==> src/rtl/traffic_pkg.sv <==
`default_nettype none
// ============================================================================
// Module : traffic_pkg
// Desc   : Shared state encoding, lamp codes and default dwell times.
// Rev    : 1.0
// ============================================================================
package traffic_pkg;

  typedef enum logic [2:0] {
    S0 = 3'd0,
    S1 = 3'd1,
    S2 = 3'd2,
    S3 = 3'd3,
    S4 = 3'd4
  } state_t;

  localparam logic [1:0] RED    = 2'd0;
  localparam logic [1:0] YELLOW = 2'd1;
  localparam logic [1:0] GREEN  = 2'd2;

  localparam int DEF_Y2R_DELAY = 3;
  localparam int DEF_R2G_DELAY = 2;
  localparam int DEF_CNT_W     = 4;

endpackage
`default_nettype wire

==> src/rtl/traffic_timer.sv <==
`default_nettype none
// ============================================================================
// Module : traffic_timer
// Desc   : Dwell counter with clear/enable; done flags the last cycle of a dwell.
// Rev    : 1.0
// ============================================================================
module traffic_timer #(
  parameter int CNT_W = 4
) (
  input  logic             clk,
  input  logic             rst_n,
  input  logic             i_clr,
  input  logic             i_en,
  input  logic [CNT_W-1:0] i_limit,
  output logic             o_done
);

  logic [CNT_W-1:0] r_count;
  logic [CNT_W-1:0] w_last;

  assign w_last = i_limit - CNT_W'(1);

  always_ff @(posedge clk or negedge rst_n) begin
    if (!rst_n) begin
      r_count <= '0;
    end else if (i_clr) begin
      r_count <= '0;
    end else if (i_en) begin
      r_count <= r_count + CNT_W'(1);
    end
  end

  assign o_done = i_en && (r_count == w_last);

endmodule
`default_nettype wire

==> src/rtl/traffic.sv <==
`default_nettype none
// ============================================================================
// Module : traffic
// Desc   : NS/EW intersection controller; EW sensor X requests a timed change.
// Rev    : 1.0
// ============================================================================
module traffic
  import traffic_pkg::*;
#(
  parameter int Y2R_DELAY = DEF_Y2R_DELAY,
  parameter int R2G_DELAY = DEF_R2G_DELAY,
  parameter int CNT_W     = DEF_CNT_W
) (
  input  logic       clock,
  input  logic       reset,
  input  logic       X,
  output logic [1:0] ns_light,
  output logic [1:0] ew_light
);

  state_t           r_state;
  state_t           w_next;
  logic             w_timed;
  logic             w_done;
  logic             w_clr;
  logic [CNT_W-1:0] w_limit;

  always_ff @(posedge clock or negedge reset) begin
    if (!reset) begin
      r_state <= S0;
    end else begin
      r_state <= w_next;
    end
  end

  // Counter is held at zero outside timed states and restarts on every change.
  assign w_clr = (w_next != r_state) || !w_timed;

  traffic_timer #(
    .CNT_W (CNT_W)
  ) u_timer (
    .clk     (clock),
    .rst_n   (reset),
    .i_clr   (w_clr),
    .i_en    (w_timed),
    .i_limit (w_limit),
    .o_done  (w_done)
  );

  always_comb begin
    w_next   = r_state;
    w_timed  = 1'b0;
    w_limit  = '0;
    ns_light = GREEN;
    ew_light = RED;
    case (r_state)
      S0: begin
        if (X) w_next = S1;
      end
      S1: begin
        w_timed  = 1'b1;
        w_limit  = CNT_W'(Y2R_DELAY);
        ns_light = YELLOW;
        if (w_done) w_next = S2;
      end
      S2: begin
        w_timed  = 1'b1;
        w_limit  = CNT_W'(R2G_DELAY);
        ns_light = RED;
        if (w_done) w_next = S3;
      end
      S3: begin
        ns_light = RED;
        ew_light = GREEN;
        if (!X) w_next = S4;
      end
      S4: begin
        w_timed  = 1'b1;
        w_limit  = CNT_W'(Y2R_DELAY);
        ns_light = RED;
        ew_light = YELLOW;
        if (w_done) w_next = S0;
      end
      default: begin
        w_next = S0;
      end
    endcase
  end

endmodule
`default_nettype wire

==> config.mk <==
export PLATFORM = sky130hd
export DESIGN_NAME = traffic
export DESIGN_NICKNAME = d
export VERILOG_FILES = /design/src/rtl/traffic_pkg.sv /design/src/rtl/traffic_timer.sv /design/src/rtl/traffic.sv
export SDC_FILE = /design/constraint.sdc
export NUM_CORES = 1
export LEC_CHECK = 0
export BUFFER_PORTS_ARGS = -buffer_cell sky130_fd_sc_hd__buf_2
export CORE_AREA = 2 2 39 41
export CTS_CLUSTER_SIZE = 16
export DETAILED_ROUTE_END_ITERATION = 10
export DIE_AREA = 0 0 41 43
export PLACE_DENSITY_LB_ADDON = 0.1
export SLEW_MARGIN = 10
export SYNTH_ARGS = -nofsm -noshare
export SYNTH_HDL_FRONTEND = slang
export SYNTH_SLANG_ARGS = --single-unit
export TNS_END_PERCENT = 20
==> constraint.sdc <==
create_clock -name clock -period 3.4 [get_ports clock]
set_clock_uncertainty 0.05 [all_clocks]
set_input_delay 0.17 -clock clock [delete_from_list [all_inputs] [get_ports clock]]
set_output_delay 0.17 -clock clock [all_outputs]
set_load 0.005 [all_outputs]
==> flow_metrics.env <==
export IMPL_cts_tree="done"
export IMPL_worstSetupEndpointType="primary output"
export IMPL_relSlewSlack_pct=71.39
export IMPL_cp_arrival_ns=1.27
export IMPL_cp_slowest_cell="dfrtp_1"
export IMPL_synthDistinctLibCells=23
export IMPL_synth_top_area_cell="dfrtp_1"
export IMPL_ant_nets=0
export IMPL_grt_pass1_wl_mm=1.380
export IMPL_place_gp_congestion=0.6558
export IMPL_numPortBuffers=6
export IMPL_final_area_sq_um=480.5
export IMPL_syn_nets=45
export IMPL_wl_per_cell_um=11.83
export IMPL_crit_path_max_incr_delay_ns=0.46
export IMPL_cp_endpoint="ew_light[1]"
export IMPL_cp_required_ns=3.18
export IMPL_ys_flop_type="dfrtp_1"
export IMPL_crit_start="r_state[1]$_DFF_PN0_"
export IMPL_drive_gt1_share_pct=22.00
export IMPL_synth_ff_latch_count=7
export IMPL_start_kind="register"
export IMPL_hold_path_class="primary input to register"
export IMPL_yosys_top_cells_area="dfrtp_1, xor2_1, a21oi_1"
export IMPL_period_needed_ns=1.491
export IMPL_dpl_cell_area_sq_um=444.2
export IMPL_fillers=147
export IMPL_overflow=0
export IMPL_r2r_cells=3
export IMPL_ir_drop_mv=0.2995
export IMPL_cts_max_level=1
export IMPL_initial_core_util_pct=29.84
export IMPL_io_pins=7
export IMPL_fmax_mhz=670.8
export IMPL_crit_fanout=9
export IMPL_hold_depth=3
export IMPL_synth_enable_flop_cells=0
export IMPL_clkSinkCount=7
export IMPL_finalHoldViolCount=0
export IMPL_synthTopCellsByCount="dfrtp_1, a21oi_1, inv_1, nand2_1, xor2_1"
export IMPL_design_die_area_sq_um=1763
export IMPL_dpl_hpwl_um=587.4
export IMPL_clk_latency_ns=0.25
export IMPL_r2r_end="u_timer.r_count[1]$_DFFE_PN0P_"
export IMPL_area_delta_synth_final_pct=16.36
export IMPL_core_area_sq_um=1384
export IMPL_worst_setup_path_type="register to primary output"
export IMPL_ff2ff_setup_slack_ns=1.98
export IMPL_fp_row_count=14
export IMPL_clk_pin_slew_ns=0.05
export IMPL_rsz0062_at_grt="false"
export IMPL_setup_tns_ns=0
export IMPL_ys_seq_area_share_pct=42.42
export IMPL_setup_viol=0
export IMPL_p_leak_nw=0.2269
export IMPL_tightest_slew_ns=0.4280
export IMPL_synth_top_area_share_pct=42.42
export IMPL_holdWs_ns=0.1767
export IMPL_fin_crit_sh_pct=43.84
export IMPL_drv_slew=0
export IMPL_clock_root_buffer="clkbuf_4"
export IMPL_cts_repair_resized=0
export IMPL_vias=333
export IMPL_synth_cells=41
export IMPL_die_w_um=41
export IMPL_power_density_nw_per_um2=828.3
export IMPL_drt_total_wl_um=781
export IMPL_drtPass1Iterations=2
export IMPL_synth_area_per_cell_sq_um=10.07
export IMPL_path_cells="inv_1, nor3b_1, buf_2"
export IMPL_status="complete, no violations"
export IMPL_die_h_um=43
export IMPL_async_reset_ff_share_pct=100.0
export IMPL_grtUsageTotal_pct=11.94
export IMPL_maxCapViolCount=0
export IMPL_avgViaCountPerCell=5.045
export IMPL_min_from="X"
export IMPL_drt_iter0_drc=1
export IMPL_numCtsBuffers=3
export IMPL_yosysWarnings=0
export IMPL_diodes=0
export IMPL_grt_max_degree=11
export IMPL_synthMostInstantiatedCell="dfrtp_1"
export IMPL_grt_pass1_vias=330
export IMPL_cts_buffer_depth=2
export IMPL_netlist_area_sq_um=412.9
export IMPL_r2r_start="r_state[0]$_DFF_PN0_"
export IMPL_drc=0
export IMPL_antenna_found_initial=0
export IMPL_final_nets=55
-- area by class of cell --
class                      count  area, sq um  share of cell area [%]
inverter                       3        11.26                   2.344
tap                           16        20.02                   4.167
clock buffer                   4        26.28                   5.469
multi-input combinational     29        207.7                   43.23
sequential                     7        175.2                   36.46
timing repair buffer           7        40.04                   8.333
-- where the power goes --
part | switching (mW) | leakage, nW | internal, mW | total [mW]
clock network | 0.0308 | 0.0150 | 0.0448 | 0.0756
registers | 0.0480 | 0.0911 | 0.111 | 0.159
logic | 0.0758 | 0.121 | 0.0872 | 0.163
-- per-layer routing --
layer | GRT usage, % | part of all wire (%) | vias to the layer above
met3 | 1.571 | 4.2 | 2
met1 | 15.18 | 43 | 164
met5 | 0 | 0 | -
met2 | 15.94 | 51 | 7
met4 | 12.00 | 1.4 | 0
li1 | - | - | 160
-- how the worst min path moves through the flow --
stage	to
after floorplan	r_state[0]$_DFF_PN0_
after global placement	u_timer.r_count[0]$_DFFE_PN0P_
after detailed placement	u_timer.r_count[3]$_DFFE_PN0P_
after CTS	r_state[1]$_DFF_PN0_
after global routing	r_state[1]$_DFF_PN0_
final	r_state[2]$_DFF_PN0_
-- logic make-up (layout without fill, tap and decap cells) --
logic type | after synthesis | count (layout) | synth area share [%]
flip-flops | 7 | 7 | 42.42
buffers and inverters | 5 | 14 | 7.273
adder cells (fa/ha/maj) | 1 | 1 | 3.030
AO/OA/AOI/OAI | 8 | 8 | 13.03
AND/OR/NAND/NOR | 16 | 16 | 25.76
XOR/XNOR | 4 | 4 | 8.486
-- repair_timing --
item	4_1_cts	5_1_grt
hold buffers	1	0
buffers inserted	0	0
hold endpoints to repair	7	0
-- critical path, delay by kind of cell, from the launching register on --
kind                   cells  cell delay, ns
AND/OR/NAND/NOR            1            0.28
flip-flops                 1            0.46
buffers and inverters      2            0.28
-- through the flow --
step	worst slack, ns	total power, mW	std cells	utilization (%)
finish	1.909	0.3980	66	34.72
global route	1.785	0.4364	66	34.72
global placement	2.000	0.3182	61	32.10
CTS	1.879	0.4033	66	34.72
detailed placement	1.990	0.3233	61	32.10
floorplan	2.059	0.2857	41	-
-- cells in the final DEF (no fill, tap or decap), drive strengths merged, types with 2 or more instances in the layout --
| cell | synthesis | layout |
|---|---|---|
| xor2 | 3 | 3 |
| nor3b | 2 | 2 |
| clkbuf | 0 | 4 |
| nand2 | 3 | 3 |
| buf | 2 | 6 |
| nor2 | 2 | 2 |
| dfrtp | 7 | 7 |
| a21oi | 4 | 4 |
| or3b | 2 | 2 |
| nor4b | 2 | 2 |
| inv | 3 | 3 |
-- flip-flops by register name (all words and copies together), names as in the netlist --
name and count:
u_timer.r_count 4, r_state 3
No activity file was read; power rests on OpenSTA's default activity.
